===== config.mk =====
export PLATFORM = sky130hd
export DESIGN_NAME = flash_read_master
export DESIGN_NICKNAME = d
export VERILOG_FILES = /design/src/rtl/flash_read_master_pkg.sv /design/src/rtl/flash_read_master.sv
export SDC_FILE = /design/constraint.sdc
export NUM_CORES = 1
export LEC_CHECK = 0
export CORE_MARGIN = 5
export CORE_UTILIZATION = 35
export DETAILED_ROUTE_END_ITERATION = 10
export MAX_ROUTING_LAYER = met4
export PLACE_DENSITY_LB_ADDON = 0.05
export SKIP_LAST_GASP = 1
export SLEW_MARGIN = 30
export SYNTH_ARGS = -nofsm -noshare
export SYNTH_HDL_FRONTEND = slang
export SYNTH_SLANG_ARGS = --single-unit

===== constraint.sdc =====
create_clock -name clk -period 1.65 [get_ports clk]
set_input_delay 0.165 -clock clk [delete_from_list [all_inputs] [get_ports clk]]
set_output_delay 0.165 -clock clk [all_outputs]
set_load 0.02 [all_outputs]

===== src/rtl/flash_read_master_pkg.sv =====
// flash_read_master_pkg: shared state encoding and sizes for the flash read path.
package flash_read_master_pkg;
  localparam int FLASH_ADDR_W = 23;
  localparam int FLASH_DATA_W = 32;
  localparam int DEFAULT_TIMEOUT_CYCLES = 1023;
  typedef enum logic [2:0] {IDLE, REQ, WAIT_DATA, DONE, ERR} fr_state_e;
endpackage


===== src/rtl/flash_read_master.sv =====
// flash_read_master: single-word Avalon-MM flash read with timeout abort.
module flash_read_master
  import flash_read_master_pkg::*;
#(
  parameter int TIMEOUT_CYCLES = DEFAULT_TIMEOUT_CYCLES,
  parameter int ADDR_W = FLASH_ADDR_W
) (
  input  logic                    clk,
  input  logic                    reset,
  input  logic                    start_read,
  input  logic [23:0]             addr,
  output logic                    finish_read,
  output logic [FLASH_DATA_W-1:0] read32b_data_out,
  output logic                    busy,
  output logic                    error,
  output logic                    flash_mem_read,
  output logic [ADDR_W-1:0]       flash_mem_address,
  output logic [3:0]              flash_mem_byteenable,
  output logic [5:0]              flash_mem_burstcount,
  input  logic                    flash_mem_waitrequest,
  input  logic [FLASH_DATA_W-1:0] flash_mem_readdata,
  input  logic                    flash_mem_readdatavalid
);
  localparam int CNT_W = $clog2(TIMEOUT_CYCLES + 1);
  fr_state_e state, state_nx;
  logic [CNT_W-1:0] cnt, cnt_nx;
  logic [ADDR_W-1:0] addr_nx;
  logic [FLASH_DATA_W-1:0] data_nx;
  logic rd_nx, err_nx, timeout, got_data;
  logic unused_addr;
  assign unused_addr = ^addr[23:ADDR_W];
  assign flash_mem_byteenable = 4'hF;
  assign flash_mem_burstcount = 6'd1;
  assign timeout = cnt == CNT_W'(TIMEOUT_CYCLES - 1);
  // data may ride along with the accepting cycle, so REQ can capture too
  assign got_data = flash_mem_readdatavalid &&
                    (state == WAIT_DATA || (state == REQ && !flash_mem_waitrequest));
  always_ff @(posedge clk or negedge reset)
    if (!reset) begin
      state <= IDLE;
      cnt <= '0;
      flash_mem_read <= 1'b0;
      flash_mem_address <= '0;
      read32b_data_out <= '0;
      error <= 1'b0;
      finish_read <= 1'b0;
      busy <= 1'b0;
    end else begin
      state <= state_nx;
      cnt <= cnt_nx;
      flash_mem_read <= rd_nx;
      flash_mem_address <= addr_nx;
      read32b_data_out <= data_nx;
      error <= err_nx;
      finish_read <= state_nx inside {DONE, ERR};
      busy <= state_nx != IDLE;
    end
  always_comb begin
    state_nx = state;
    cnt_nx = cnt;
    rd_nx = flash_mem_read;
    addr_nx = flash_mem_address;
    data_nx = read32b_data_out;
    err_nx = error;
    case (state)
      IDLE: if (start_read) begin
        state_nx = REQ;
        rd_nx = 1'b1;
        addr_nx = addr[ADDR_W-1:0];
        err_nx = 1'b0;
        cnt_nx = '0;
      end
      REQ, WAIT_DATA: begin
        cnt_nx = cnt + CNT_W'(1);
        if (state == REQ && !flash_mem_waitrequest) begin
          rd_nx = 1'b0;
          state_nx = WAIT_DATA;
        end
        // arriving data outranks a simultaneous timeout
        if (got_data) begin
          state_nx = DONE;
          rd_nx = 1'b0;
          data_nx = flash_mem_readdata;
        end else if (timeout) begin
          state_nx = ERR;
          rd_nx = 1'b0;
          data_nx = '0;
          err_nx = 1'b1;
        end
      end
      default: state_nx = IDLE;
    endcase
  end
endmodule


* After elaboration in Yosys (flattened, before gate mapping)
Cells that the tools add are included.
Storage, ports and cells: bits in registers 72, word-level logic and storage cells 51, input bits 61, output and inout port bits 69
Cells by class: reductions and logical operators 15, muxes and demuxes 18, $add $sub $neg 1, equal/unequal tests 9
Operators by type and width (number):
- 2-to-1 mux 32 bit | 2
- case mux 10 bit (2 select lines) | 1
- 2-to-1 mux 3 bit | 4
- adder 10 x 1 -> 10 bit (second input constant) | 1
- == test 10 bit (second input constant) | 1
- 2-to-1 mux 10 bit | 1
- 2-to-1 mux 1 bit | 7
- == test 3 x 2 -> 1 bit (second input constant) | 2
- != test 2 bit (second input constant) | 3
- case mux 3 bit (2 select lines) | 1
- AND reduction 2 bit | 3
- nonzero test 2 bit | 3
- != test 4 bit (second input constant) | 1
- case mux 1 bit (2 select lines) | 2
- AND reduction 4 bit | 1
- == test 3 x 1 -> 1 bit (second input constant) | 1
- == test 3 bit (second input constant) | 1
- zero test 3 bit | 1
- AND reduction 3 bit | 1
- nonzero test 3 bit | 1
- logical AND 1 bit | 2
- OR reduction 2 bit | 1
- zero test 1 bit | 1
- logical OR 1 bit | 1

* Logic depth before layout (Yosys ltp)
Gate-level depths: netlist of the first run.
word-level depth 8, mapped depth 7, depth with buffers taken out 6

* Worst setup path after synthesis of the first run
Ideal clock, no wire load.
path kind register to register, start register state[1], end register read32b_data_out[0], setup slack -0.015 ns, arrival time 1.544 ns, buffers on the path 2, library setup time 0.121 ns, cell stages (with the launch flop) 7, clock period less this slack 1.665 ns, data required time 1.529 ns, cell sequence dfrtp_1 buf_2 or3b_4 a21oi_4 nor2_2 buf_6 a22o_1
On the way: word-level cells in the longest chain between the ends 6, elaborated cells on any way between the ends 9, classes of those cells 2 x eq/ne; 1 x mux; 6 x reduce/logical
RTL lines:
- start, declared | line flash_read_master.sv:25 | fr_state_e state, state_nx;
- start signal, assigned | line flash_read_master.sv:49 | state <= state_nx;
- == test 3 x 1 -> 1 bit | line flash_read_master.sv:37, flash_read_master.sv:65
- logical AND 1 bit | line flash_read_master.sv:37 | (state == WAIT_DATA || (state == REQ && !flash_mem_waitrequest));
- logical OR 1 bit | line flash_read_master.sv:37
- logical AND 1 bit | line flash_read_master.sv:36 | assign got_data = flash_mem_readdatavalid &&
- nonzero test 2 bit (no line)
- AND reduction 2 bit (no line)
- end signal, assigned | line flash_read_master.sv:53 | read32b_data_out <= data_nx;
- end, declared | line flash_read_master.sv:13 | output logic [FLASH_DATA_W-1:0] read32b_data_out,
Several ways; a longest one is shown, not always the timed one. A chain may end at the register's enable or synchronous reset.

* Final worst setup path of the first run
start register state[1], end register read32b_data_out[25]
Same word-level chain as after synthesis.

==> results of run 1 <==
==> flip-flops by register name (all words and copies together) (netlist names) <==
register	count
busy	1
cnt	10
error	1
finish_read	1
flash_mem_address	23
flash_mem_read	1
read32b_data_out	32
state	3
==> through the flow <==
step	setup slack [ps]	hold WS, ps
after floorplan	8.29	-131
after global placement	-81.2	229
after detailed placement	-86.5	228
after CTS	-3.38	330
after global routing	-42.5	346
final	24.1	350
==> power by group through the flow <==
| stage | clock network, mW | logic [mW] | registers [mW] |
|---|---|---|---|
| finish | 1.43 | 4.14 | 2.93 |
| floorplan | 0 | 1.30 | 3.74 |
| global route | 1.56 | 4.46 | 3.04 |
| global placement | 0 | 4.14 | 2.94 |
| CTS | 1.49 | 4.20 | 2.93 |
| detailed placement | 0 | 4.18 | 2.95 |
==> final timing paths <==
path	to	slack, ps	depth (start not counted)
min	flash_mem_address[4]$_DFFE_PN0P_	350	3
max reg2reg	read32b_data_out[25]$_DFFE_PN0P_	20	5
min reg2reg	flash_mem_address[20]$_DFFE_PN0P_	480	2
max in group asynchronous	flash_mem_address[16]$_DFFE_PN0P_	940	3
min in group asynchronous	read32b_data_out[12]$_DFFE_PN0P_	370	3
max	read32b_data_out[25]$_DFFE_PN0P_	20	5
==> cell type report <==
cell class	count	area, sq um	area share, %
flip-flops and latches	72	1800	39.4
repair buffers	141	1390	30.4
multi-input cells	181	1040	22.7
clock buffers	10	138	3.00
well taps	105	131	2.87
clock inverters	6	66.3	1.45
inverters	3	11.3	0.246
==> worst min-delay path: cells and delay by family <==
kind | cells | cell delay, ps
and+or+nand+nor | 2 | 90
buffers and inverters | 1 | 390
==> kinds of logic (layout without fill, tap and decap cells) <==
logic type      after synthesis  count (layout)
buf+inv                      28             160
fa+ha+maj                     2               2
simple gates                115             115
xor+xnor                      5               5
flops                        72              72
other cells                   2              10
compound gates               49              49
==> placed cells by master (no fill, tap or decap), drive strengths merged, types with 3 or more instances in the layout <==
master	Yosys	routed
clkdlybuf4s50	0	117
nand2	73	73
dfrtp	72	72
a22o	32	32
buf	17	23
conb	2	10
clkbuf	8	10
nor2	9	9
nand3	7	7
a21oi	7	7
or3	6	6
o21ai	5	5
nand4	4	4
xor2	4	4
inv	3	4
nand2b	3	3
and2	3	3
clkinvlp	0	3
==> repair_timing <==
action,in CTS,in global routing
pin swaps,1,1
setup endpoints to repair,32,40
hold endpoints to repair,72,0
gates resized for setup,1,5
hold buffers,1,0
==> routing by layer <==
layer / global-route usage [%] / share of wire, %
met4: 4.84 / 1.1
met1: 21.9 / 47
met2: 22.5 / 46
met5: - / 0
met3: 2.80 / 6.8
==> metrics.md, run 1 <==
| Metric | Value |
|---|---|
| Startpoint types | flip-flop |
| Clock Tree Buf Depth | 2 |
| Port-buffer cells | 118 |
| Mapped Area | 2970 sq um |
| XOR/XNOR Fraction of Synth Area | 1.47% |
| Overall Global Routing Usage | 15.5% |
| Register bit total from synthesis | 72 |
| Max Transition Viols Final | 0 |
| Crit path cell chain | or3b_4 > a21oi_4 > nor2_2 > buf_12 > a22o_1 |
| DRC | 0 |
| Worst reg2reg path startpoint | state[1]$_DFF_PN0_ |
| Overall routed net length | 7.79 mm |
| Largest net degree at the start of global routing | 73 |
| Post-Synth Adder-Cell Area | 0.843% |
| Share of cells above drive strength 1 | 11.6% |
| Max Cap Violations | 0 |
| Mux cell area share after synthesis | 0% |
| DP Cell Count | 501 |
| Most frequent cell after synthesis | nand2_1 |
| Combinational share of power | 48.7% |
| ANT cells | 0 |
| Non-filler cells, final | 518 |
| Status | finished, final reports clean |
| Power Internal | 5.34 mW |
| CP delay by family, top | simple AND/OR/NAND/NOR gates |
| Cell area after layout | 4580 sq um |
| # fillers | 743 |
| Synth area leader | dfrtp_1 |
| Crit-path max FO | 26 |
| Largest family of logic cells by synthesized area | simple AND/OR/NAND/NOR gates |
| RSZ-0062 raised after global routing | true |
| Hold Crit Class | in -> reg |
| Total gr overflow | 0 |
| CTS H-tree lvls | 3 |
| CTS buffer count | 9 |
| Total power | 8.50 mW |
| Worst VDD drop | 0.000724 V |
| Vias per cell | 4.70 |
| CP endpoint kind | flip-flop |
| YS warnings | 0 |
| Io pins | 130 |
| Worst setup path start | state[1]$_DFF_PN0_ |
| Fin nets | 471 |
| Post-synth EDFFs | 0 |
| Clk_skew | 16.5 ps |
| Final ANT Viol Nets | 0 |
| Psw | 3.16 mW |
| Worst Path Buf+Inv | 1 |
| Clock Sinks | 72 |
| Min Tclk post-route | 1630 ps |
| CP Data Arrival Time | 1840 ps |
| Final hold violations | 0 |
| FFs w/ async S/R, synth | 100% |
| Share of the synthesized area in the top cell type | 60.7% |
| Chip height | 102 um |
| Share of power burned in registers | 34.5% |
| Required @ worst endpoint | 1870 ps |
| Total iterations of the first detailed-routing run | 4 |
| Synth cell types | 37 |
| Sw Share | 37.2% |
| Mapped Cells | 273 |
| Vias in the first global route | 2450 |
| Layout area overhead | 54.4% |
| 1st-iter DRT viols | 85 |
| Clk pwr share | 16.8% |
| Top cells by area, synth | dfrtp_1 61%, a22o_1 9.4%, nand2_1 9.2%, buf_4 2.5%, or3_1 1.3% |
| Core area | 8260 sq um |
| TritonCTS clock tree | done |
| Placed Area | 4350 sq um |
| Wire length per cell | 15.0 um |
| Crit Path Category | reg -> reg |
| Top FF cell, synth | dfrtp_1 |
| Placer Congestion | 0.787 |
| Die footprint | 10400 sq um |
| Final setup viols | 0 |
| Die W | 102 um |
| Most instantiated cells after synthesis | 73 x nand2_1, 72 x dfrtp_1, 32 x a22o_1 |
| Initial antenna violation count | 0 |
| Simple-Gate Fraction of Synth Area | 17.8% |
| Leakage power | 2.11 nW |
| Setup_tns | 0 ps |
| Period utilisation layout | 98.5% |
| Mean area per synthesized cell | 10.9 sq um |
| Sequential area share after synthesis | 60.7% |
| Starting Density | 36.0% |
| Util after Layout | 55.5% |
| Row Count | 33 |
| Power per cell area | 1850 nW/um^2 |
| Crit-path max cell delay | 470 ps |
| Setup bufs post-CTS | 0 |
| Post-DP HPWL | 5.51 mm |
| First-pass GRT wire length | 12.4 mm |
| Worst skew pair latency | 340 ps |
| Synth Area in Compound Gates | 13.2% |
| Hold path startpoint | addr[4] |
| Clock-pin slew of the registers on the worst-case setup and hold paths | 90 ps |
| Slowest stage cell, crit path | dfrtp_2 |
| Fmax | 615 MHz |
| Root Buffer | clkbuf_8 |
| DR vias | 2436 |
Note: power is estimated with default switching activity, not from simulation.
==> run 2, diff against run 1 <==
--- a/config.mk
+++ b/config.mk
@@ -5,11 +5,13 @@
 export SDC_FILE = /design/constraint.sdc
 export NUM_CORES = 1
 export LEC_CHECK = 0
+export ABC_AREA = 1
 export CORE_MARGIN = 5
 export CORE_UTILIZATION = 35
 export DETAILED_ROUTE_END_ITERATION = 10
 export MAX_ROUTING_LAYER = met4
 export PLACE_DENSITY_LB_ADDON = 0.05
+export SETUP_SLACK_MARGIN = 0.15
 export SKIP_LAST_GASP = 1
 export SLEW_MARGIN = 30
 export SYNTH_ARGS = -nofsm -noshare
==> metrics.md, run 2 <==
| Metric | Value |
|---|---|
| Status | finished, final reports clean (unchanged) |
| CTS buffer count | 9 (unchanged) |
| Period utilisation layout | 85.4% (was 98.5%) |
| Placer Congestion | 0.785 (was 0.787) |
| Final setup viols | 0 (unchanged) |
| Fmax | 710 MHz (was 615 MHz) |
| Total power | 8.69 mW (was 8.50 mW) |
| Row Count | 35 (was 33) |
| Register bit total from synthesis | 72 (unchanged) |
| Power per cell area | 1770 nW/um^2 (was 1850 nW/um^2) |
| Core area | 9150 sq um (was 8260 sq um) |
| R2R Setup Slk | 250 ps (was 20 ps) |
| Worst skew pair latency | 340 ps (about the same) |
| Overall routed net length | 8.54 mm (was 7.79 mm) |
| CP endpoint kind | primary output (was flip-flop) |
| Clock Tree Buf Depth | 2 (unchanged) |
| Vias per cell | 4.62 (was 4.70) |
| Top FF cell, synth | dfrtp_1 (unchanged) |
| Mapped Area | 3250 sq um (was 2970 sq um) |
| Most frequent cell after synthesis | nand2_1 (unchanged) |
| Overall Global Routing Usage | 16.2% (was 15.5%) |
| Place WS | 105 ps (was -86.5 ps) |
| Met3 Track Usage GR | 5.04% (was 2.80%) |
| DRC | 0 (unchanged) |
| Worst setup margin | 241 ps (was 24.1 ps) |
| Io pins | 130 (unchanged) |
| RSZ-0062 raised after global routing | true (unchanged) |
| Post-DP HPWL | 5.94 mm (was 5.51 mm) |
| FFs w/ async S/R, synth | 100% (unchanged) |
| Most instantiated cells after synthesis | 130 x nand2_1, 72 x dfrtp_1, 72 x nand3_1 (was 73 x nand2_1, 72 x dfrtp_1, 32 x a22o_1) |
| Met1 Use GR | 21.6% (was 21.9%) |
| DR vias | 2808 (was 2436) |
| Vias in the first global route | 2767 (was 2450) |
| Final hold violations | 0 (unchanged) |
| Setup_tns | 0 ps (unchanged) |
| Crit-path max cell delay | 590 ps (was 470 ps) |
| Reg with most FFs | read32b_data_out (unchanged) |
| Root Buffer | clkbuf_8 (unchanged) |
| Largest net degree at the start of global routing | 45 (was 73) |
| Total gr overflow | 0 (unchanged) |
| Worst VDD drop | 0.000680 V (was 0.000724 V) |
| ANT cells | 0 (unchanged) |
| Crit Path Category | reg -> out (was reg -> reg) |
| Leakage power | 2.93 nW (was 2.11 nW) |
| TritonCTS clock tree | done (unchanged) |
| GRT busiest layer | met2 (unchanged) |
| Post-synth EDFFs | 0 (unchanged) |
| Fin nets | 555 (was 471) |
| Util after Layout | 53.8% (was 55.5%) |
| Slowest stage cell, crit path | clkdlybuf4s50_1 (was dfrtp_2) |
| Commonest non-fill, non-tap cell in the layout | nand2_1 (was clkdlybuf4s50_1) |
| 1st-iter DRT viols | 99 (was 85) |
| Worst Path Buf+Inv | 1 (unchanged) |
| Final ANT Viol Nets | 0 (unchanged) |
| Synth cell types | 27 (was 37) |
| Die W | 106 um (was 102 um) |
| Mean area per synthesized cell | 8.91 sq um (was 10.9 sq um) |
| Max reg flops | 32 (unchanged) |
| CP Data Arrival Time | 1240 ps (was 1840 ps) |
| Starting Density | 35.5% (was 36.0%) |
| Crit path cell chain | clkdlybuf4s50_1 (was or3b_4 > a21oi_4 > nor2_2 > buf_12 > a22o_1) |
| Share of cells above drive strength 1 | 10.3% (was 11.6%) |
| Clock-pin slew of the registers on the worst-case setup and hold paths | 80 ps (was 90 ps) |
| Top cells by area, synth | dfrtp_1 55%, nand2_1 15%, nand3_1 11%, buf_4 2.8%, inv_1 1.7% (was dfrtp_1 61%, a22o_1 9.4%, nand2_1 9.2%, buf_4 2.5%, or3_1 1.3%) |
| Synth area leader | dfrtp_1 (unchanged) |
| Initial antenna violation count | 0 (unchanged) |
| Wire length per cell | 14.0 um (was 15.0 um) |
| Required @ worst endpoint | 1480 ps (was 1870 ps) |
| Clock Sinks | 72 (unchanged) |
| Port-buffer cells | 118 (unchanged) |
| Sequential area share after synthesis | 55.4% (was 60.7%) |
| Most frequent cells in the layout | 130 x nand2_1, 72 x dfrtp_1, 71 x nand3_1 (was 117 x clkdlybuf4s50_1, 73 x nand2_1, 70 x dfrtp_1) |
| First-pass GRT wire length | 14.2 mm (was 12.4 mm) |
| Hold Crit Class | in -> async (was in -> reg) |
| Min Tclk post-route | 1410 ps (was 1630 ps) |
| Total iterations of the first detailed-routing run | 4 (unchanged) |
| Clk_skew | 12.7 ps (was 16.5 ps) |
| Share of the synthesized area in the top cell type | 55.4% (was 60.7%) |
| Layout area overhead | 51.4% (was 54.4%) |
| Die footprint | 11300 sq um (was 10400 sq um) |
| Chip height | 106 um (was 102 um) |
| YS warnings | 0 (unchanged) |
| Max Cap Violations | 0 (unchanged) |
| Regs by FF count | read32b_data_out (32), flash_mem_address (23), cnt (10) (unchanged) |
| Mapped Cells | 365 (was 273) |
| Crit-path max FO | 1 (was 26) |
| CP delay by family, top | buffers and inverters (was simple AND/OR/NAND/NOR gates) |
| Met2 usage | 24.1% (was 22.5%) |
| CTS H-tree lvls | 3 (unchanged) |
| Max Transition Viols Final | 0 (unchanged) |
| Startpoint types | flip-flop (unchanged) |
run 2: metrics by stage:
step           std cells  cell area (sq um)  hold slack (ps)
2_1_floorplan        373               3280             -131
3_3_place_gp         585               4510              123
3_5_place_dp         585               4510              119
4_1_cts              602               4720              327
5_1_grt              608               4920              344
6_report             608               4920              312
run 2: where the power goes:
group	internal (mW)	total [mW]	switching [mW]
Combinational	1.80	4.21	2.41
Sequential	2.57	3.04	0.468
Clock	0.786	1.45	0.664
Total	5.15	8.69	3.54
run 2: cell families (layout without fill, tap and decap cells):
group           count (synthesis)  count (layout)  share of synthesized area (%)
compound gates                 14              14                           2.35
xor+xnor                        6               6                           1.62
fa+ha+maj                       2               2                          0.769
buf+inv                        44             168                           7.66
flops                          72              72                           55.4
other cells                     2              10                          0.231
simple gates                  225             225                           32.0
run 2: area by class of cell:
| class | count | area, sq um |
|---|---|---|
| clock buffers | 12 | 155 |
| repair buffers | 135 | 1460 |
| inverters | 17 | 66.3 |
| multi-input cells | 257 | 1250 |
| flip-flops and latches | 72 | 1800 |
| well taps | 111 | 139 |
| clock inverters | 4 | 51.3 |
| fillers | 870 | 4230 |
run 2: timing repair:
action                     4_1_cts  5_1_grt
setup endpoints to repair        9      106
hold buffers                     1        0
pin swaps                        0        3
buffers inserted                 0        6
hold endpoints to repair        28        0
resized for setup                9       60
run 2: worst paths after layout:
path,startpoint,end,cells past startpoint
hold reg to reg,flash_mem_address[21]$_DFFE_PN0P_,flash_mem_address[21]$_DFFE_PN0P_,2
setup / recovery,busy$_DFF_PN0_,busy,1
max in group asynchronous,reset,flash_mem_address[4]$_DFFE_PN0P_,3
min in group clk,addr[21],flash_mem_address[21]$_DFFE_PN0P_,3
setup reg to reg,cnt[0]$_DFFE_PN0P_,error$_DFFE_PN0P_,9
hold / removal,reset,read32b_data_out[21]$_DFFE_PN0P_,2
run 2: metal layers:
| metal | wire length (um) | up-vias |
|---|---|---|
| met5 | 0 | - |
| met4 | 82 | 0 |
| met3 | 517 | 5 |
| met2 | 4140 | 80 |
| met1 | 3800 | 1313 |
| li1 | - | 1410 |
==> run 3, diff against run 2 <==
--- a/config.mk
+++ b/config.mk
@@ -17,3 +17,4 @@
 export SYNTH_ARGS = -nofsm -noshare
 export SYNTH_HDL_FRONTEND = slang
 export SYNTH_SLANG_ARGS = --single-unit
+export TNS_END_PERCENT = 100
==> results of run 3 <==
The final DEF is identical to that of run 2; final timing and power are the same.
==> RTL edit 1: new RTL, flow settings as in run 3 <==
`DEFAULT_TIMEOUT_CYCLES`: 1023 -> 2046.
--- a/src/rtl/flash_read_master_pkg.sv
+++ b/src/rtl/flash_read_master_pkg.sv
@@ -2,7 +2,7 @@
 package flash_read_master_pkg;
   localparam int FLASH_ADDR_W = 23;
   localparam int FLASH_DATA_W = 32;
-  localparam int DEFAULT_TIMEOUT_CYCLES = 1023;
+  localparam int DEFAULT_TIMEOUT_CYCLES = 2046;
   typedef enum logic [2:0] {IDLE, REQ, WAIT_DATA, DONE, ERR} fr_state_e;
 endpackage
 
Formal check against the unedited RTL: no difference found for any inputs over 4 cycles, from zero or initial values and one cycle with reset low; that may be too few to reach the edited logic, so the function may still have changed.
==> RTL edit 1 against run 3 <==
- setup slack lost 0.055 ns
- design area shrank 1.4%
- global-route usage shrank 0.13 points
- sequential share of layout area grew 1.0 points
- synthesized area shrank 2.2%
- power grew 5.4%
- sequential cell count grew 1
- die area shrank 2.0%
- routed wire length grew 3.1%
- core utilization grew 1.3 points
- largest cell class unchanged
==> RTL edit 1: results (changes against run 3) <==
<table>
<tr><th>Metric</th><th>Value</th></tr>
<tr><th colspan="2">Finish</th></tr>
<tr><td>Number of fillers in the final layout</td><td>832 (-4.4%)</td></tr>
<tr><td>Registers with the most flip-flops</td><td>read32b_data_out (32), flash_mem_address (23), cnt (11)</td></tr>
<tr><td>Final net count</td><td>557 (+0.36%)</td></tr>
<tr><th colspan="2">Outcome</th></tr>
<tr><td>Status</td><td>completed</td></tr>
<tr><th colspan="2">Worst setup path</th></tr>
<tr><td>Data arrival time of the worst path</td><td>1.30 ns (+0.06 ns)</td></tr>
<tr><td>Critical path fanouts, max</td><td>2 (+1)</td></tr>
<tr><td>Slowest library cell on the worst path</td><td>sky130_fd_sc_hd__clkdlybuf4s50_1</td></tr>
<tr><td>Highest cell delay on the worst timing path</td><td>0.61 ns (+0.02 ns)</td></tr>
<tr><th colspan="2">Placement</th></tr>
<tr><td>DPL Wire Length</td><td>5.85 mm (-1.4%)</td></tr>
<tr><td>Placement Setup Slack</td><td>0.0935 ns (-0.0117 ns)</td></tr>
<tr><td>Final weighted congestion in routability-driven placement</td><td>0.863 (+9.9%)</td></tr>
<tr><th colspan="2">Pwr</th></tr>
<tr><td>Switching power summed over all nets</td><td>0.00389 W (+9.8%)</td></tr>
<tr><td>Worst VDD drop</td><td>0.808 mV (+19%)</td></tr>
<tr><td>Leakage</td><td>2.68 nW (-8.7%)</td></tr>
<tr><th colspan="2">GRT</th></tr>
<tr><td>Wire length of the first global-routing pass</td><td>14.0 mm (-1.3%)</td></tr>
<tr><td>Global router's overall resource usage</td><td>16.1% (-0.13 points)</td></tr>
<tr><td>Maximum number of pins on one net before global-route repair</td><td>34 (-24%)</td></tr>
<tr><td>Via count of the first global-routing pass</td><td>2784 (+0.61%)</td></tr>
<tr><th colspan="2">STA</th></tr>
<tr><td>Maximum clock skew at final layout</td><td>0.0108 ns (-0.00183 ns)</td></tr>
<tr><td>Time the worst path needs with I/O delays and setup</td><td>1.46 ns (+0.0548 ns)</td></tr>
<tr><th colspan="2">Route</th></tr>
<tr><td>Average via count per standard cell</td><td>4.63 (+0.32%)</td></tr>
<tr><td>Post-DR wirelength/cell</td><td>14.6 um (+3.6%)</td></tr>
<tr><td>DRC violation total after the first TritonRoute iteration</td><td>117 (+18%)</td></tr>
<tr><th colspan="2">Min path</th></tr>
<tr><td>Worst hold-check path type</td><td>primary input to asynchronous set/reset pin</td></tr>
<tr><th colspan="2">Logic synthesis</th></tr>
<tr><td>Post-synth top cells</td><td>sky130_fd_sc_hd__nand2_1, sky130_fd_sc_hd__dfrtp_1, sky130_fd_sc_hd__nand3_1, sky130_fd_sc_hd__inv_1, sky130_fd_sc_hd__buf_4</td></tr>
<tr><td>Register area share after synthesis</td><td>57.5% (+2.1 points)</td></tr>
<tr><td>Top post-synthesis cells by area</td><td>sky130_fd_sc_hd__dfrtp_1, sky130_fd_sc_hd__nand2_1, sky130_fd_sc_hd__nand3_1, sky130_fd_sc_hd__buf_4, sky130_fd_sc_hd__inv_1</td></tr>
</table>
RTL edit 1: changes by cell type in the layout (fill, tap and decap cells not counted), sizes merged, moves of 2 or more:
cell,before,now
nor2,11,8
o21ai,9,6
nor3,0,2
nand2,135,165
clkdlybuf4s50,59,69
clkbuf,12,10
clkinv,1,3
dlymetal6s2s,49,34
dlygate4sd2,9,14
o22ai,2,4
buf,17,15
nand3,75,47
RTL edit 1: cell type report:
| cell class | count | area share [%] |
|---|---|---|
| Multi-Input combinational cell | 259 | 25.9 |
| Inverter | 18 | 1.39 |
| Tap cell | 108 | 2.78 |
| Clock inverter | 4 | 0.928 |
| Timing Repair Buffer | 133 | 28.5 |
| Clock buffer | 10 | 2.84 |
| Sequential cell | 73 | 37.6 |
RTL edit 1: timing repair:
item,CTS,global route
setup buffers,0,3
resized for setup,15,49
hold endpoints to repair,29,0
pin swaps,0,7
gates cloned,0,3
hold buffers,1,0
endpoints found under the setup margin,46,68
RTL edit 1: metal layers:
layer  GRT usage [%]  routed length [um]  vias to the layer above
li1                -                   -                     1392
met1            22.0                4090                     1322
met2            23.6                4140                       87
met3            4.65                 545                        2
met4            3.94                  29                        0
met5               -                   0                        -
RTL edit 1: cell families after synthesis:
family / after synthesis / synth area share, %
and+or+nand+nor: 225 / 30.5
DFF: 73 / 57.5
buffers and inverters: 44 / 7.32
AOI/OAI and AO/OA: 15 / 2.64
xor gates and xnor gates: 4 / 1.10
adders and majority gates: 2 / 0.787
other: 2 / 0.236
RTL edit 1: final timing paths:
kind                                             startpoint  slack, ns  depth (start not counted)                                 to
min in group clk                                    addr[4]       0.36                          3   flash_mem_address[4]$_DFFE_PN0P_
max                         read32b_data_out[7]$_DFFE_PN0P_       0.19                          1                read32b_data_out[7]
max in group asynchronous                             reset       0.74                          3                 state[0]$_DFF_PN0_
max reg2reg                              cnt[1]$_DFFE_PN0P_       0.21                         10         flash_mem_read$_DFFE_PN0P_
min                                                   reset       0.32                          2  flash_mem_address[15]$_DFFE_PN0P_
min reg2reg                read32b_data_out[22]$_DFFE_PN0P_       0.47                          2   read32b_data_out[22]$_DFFE_PN0P_
RTL edit 1: metrics by stage:
stage	power, W	instances	cell area, um^2	util (%)
finish	0.00916	605	4850	55.1
global route	0.00987	605	4850	55.1
CTS	0.00907	599	4640	52.7
detailed placement	0.00777	584	4450	50.6
global placement	0.00772	584	4450	50.6
floorplan	0.00562	373	3210	-
RTL edit 1: power groups by stage:
stage / logic [W] / clock network, W / registers (W)
floorplan: 0.00159 / 0 / 0.00403
global placement: 0.00457 / 0 / 0.00316
detailed placement: 0.00460 / 0 / 0.00318
CTS: 0.00451 / 0.00140 / 0.00316
global route: 0.00512 / 0.00148 / 0.00327
finish: 0.00465 / 0.00137 / 0.00315
==> RTL edit 2: new RTL, settings of run 3 <==
Made on the original files. Make the reset (`reset`) synchronous in one clocked block.
--- a/src/rtl/flash_read_master.sv
+++ b/src/rtl/flash_read_master.sv
@@ -35,7 +35,7 @@
   // data may ride along with the accepting cycle, so REQ can capture too
   assign got_data = flash_mem_readdatavalid &&
                     (state == WAIT_DATA || (state == REQ && !flash_mem_waitrequest));
-  always_ff @(posedge clk or negedge reset)
+  always_ff @(posedge clk)
     if (!reset) begin
       state <= IDLE;
       cnt <= '0;
Function: differs if reset is asserted again (counterexample within 4 cycles, from zero or initial values and one cycle with reset low); with reset held inactive, the same outputs for 10 cycles.
==> RTL edit 2 against run 3 <==
- sequential cell count did not move
- synthesized area fell by 9.7%
- critical endpoint is now flash_mem_address[6]
- hold slack improved by 0.058 ns
- register-to-register slack got worse by 0.04 ns
- design area fell by 8.1%
- setup slack got worse by 0.047 ns
- routed wire length fell by 5.1%
Power is not compared: it rests on default switching activity, and its combinational part moved more than twofold at a synthesized area within 25%.
==> RTL edit 2: results (changes against run 3) <==
<table>
<tr><th>Metric</th><th>Value</th></tr>
<tr><th colspan="2">Placement</th></tr>
<tr><td>Placement Setup Slack</td><td>0.0456 ns (-0.0596 ns)</td></tr>
<tr><th colspan="2">Finish</th></tr>
<tr><td>Number of clock buffers in the layout</td><td>11 (-1)</td></tr>
<tr><td>Fraction of final layout cells sized beyond drive strength 1</td><td>10.6% (+0.35 points)</td></tr>
<tr><td>Inverter count of the layout excluding clock inverters</td><td>22 (+5)</td></tr>
<tr><td>Total of plain and repair buffers excluding clock buffers</td><td>127 (-5.9%)</td></tr>
<tr><td>Number of fillers in the final layout</td><td>783 (-10%)</td></tr>
<tr><td>Count of multi-input combinational gates</td><td>272 (+5.8%)</td></tr>
<tr><td>Area taken by flip-flops and latches</td><td>0.00144 mm^2 (-20%)</td></tr>
<tr><td>Data buffer area share</td><td>30.4% (+0.72 points)</td></tr>
<tr><td>Sequential share of cell area</td><td>31.9% (-4.7 points)</td></tr>
<tr><td>Final net count</td><td>567 (+2.2%)</td></tr>
<tr><th colspan="2">GRT</th></tr>
<tr><td>Maximum number of pins on one net before global-route repair</td><td>32 (-29%)</td></tr>
<tr><td>Met3 demand-to-capacity share in global routing</td><td>6.40% (+1.4 points)</td></tr>
<tr><td>Met1 Use GR</td><td>19.1% (-2.5 points)</td></tr>
<tr><td>Wire length of the first global-routing pass</td><td>12.6 mm (-11%)</td></tr>
<tr><th colspan="2">Route</th></tr>
<tr><td>Metal2 WL</td><td>3.97 mm (-4.1%)</td></tr>
<tr><td>DRC violation total after the first TritonRoute iteration</td><td>72 (-27%)</td></tr>
<tr><td>Average via count per standard cell</td><td>4.54 (-1.7%)</td></tr>
<tr><td>Detailed-routing wirelength on met1</td><td>3.54 mm (-6.9%)</td></tr>
<tr><th colspan="2">STA</th></tr>
<tr><td>Maximum clock skew at final layout</td><td>0.00972 ns (-0.00294 ns)</td></tr>
<tr><th colspan="2">Logic synthesis</th></tr>
<tr><td>Post-synth top cells</td><td>sky130_fd_sc_hd__nand2_1, sky130_fd_sc_hd__dfxtp_1, sky130_fd_sc_hd__nor2_1, sky130_fd_sc_hd__a21oi_1, sky130_fd_sc_hd__o21ai_0</td></tr>
<tr><td>Synth unique cells</td><td>28 (+3.7%)</td></tr>
<tr><td>Share of synthesized registers carrying an async set or reset</td><td>0% (-100 points)</td></tr>
<tr><td>Register area share after synthesis</td><td>49.1% (-6.3 points)</td></tr>
<tr><th colspan="2">Outcome</th></tr>
<tr><td>Status</td><td>completed</td></tr>
<tr><th colspan="2">Worst setup path</th></tr>
<tr><td>Critical path fanouts, max</td><td>2 (+1)</td></tr>
<tr><td>Highest cell delay on the worst timing path</td><td>0.62 ns (+0.03 ns)</td></tr>
</table>
==> RTL edit 2: cell types whose count changed after synthesis, moves of 18 or more <==
cell                      before  now
sky130_fd_sc_hd__dfxtp_1       0   72
sky130_fd_sc_hd__nor2_1        6   54
sky130_fd_sc_hd__o21ai_0       7   25
sky130_fd_sc_hd__nand3_1      72   11
sky130_fd_sc_hd__a21oi_1       2   45
sky130_fd_sc_hd__nand2_1     130   92
sky130_fd_sc_hd__dfrtp_1      72    0
==> RTL edit 2: cell families (layout without fill, tap and decap cells) <==
kind of cell | Yosys count | after routing | share of synthesized area [%]
compound gates | 75 | 75 | 13.0
fa+ha+maj | 2 | 2 | 0.852
simple gates | 183 | 185 | 27.3
flops | 72 | 72 | 49.1
other cells | 2 | 10 | 0.256
buf+inv | 50 | 165 | 9.58
==> RTL edit 2: worst paths after layout <==
| check | slack [ns] | to | from |
|---|---|---|---|
| setup / recovery | 0.19 | flash_mem_address[6] | flash_mem_address[6]$_SDFFE_PN0P_ |
| hold / removal | 0.37 | read32b_data_out[8]$_SDFFE_PN0P_ | flash_mem_readdata[8] |
| setup reg to reg | 0.21 | read32b_data_out[14]$_SDFFE_PN0P_ | cnt[0]$_SDFFE_PN0P_ |
| hold reg to reg | 0.45 | error$_SDFFE_PN0P_ | error$_SDFFE_PN0P_ |
==> RTL edit 2: per-stage QoR <==
step                      instances  power, W  hold WS (ns)
after CTS                       613   0.00414         0.350
after global placement          596   0.00281         0.445
final                           614   0.00406         0.371
after floorplan                 392   0.00240         0.300
after detailed placement        596   0.00281         0.445
after global routing            614   0.00429         0.349
==> RTL edit 2: report_power, final <==
group	internal, W	switching, W	total [W]
Clock	0.000598	0.000688	0.00129
Sequential	0.00185	0.0000559	0.00190
Combinational	0.000406	0.000470	0.000876
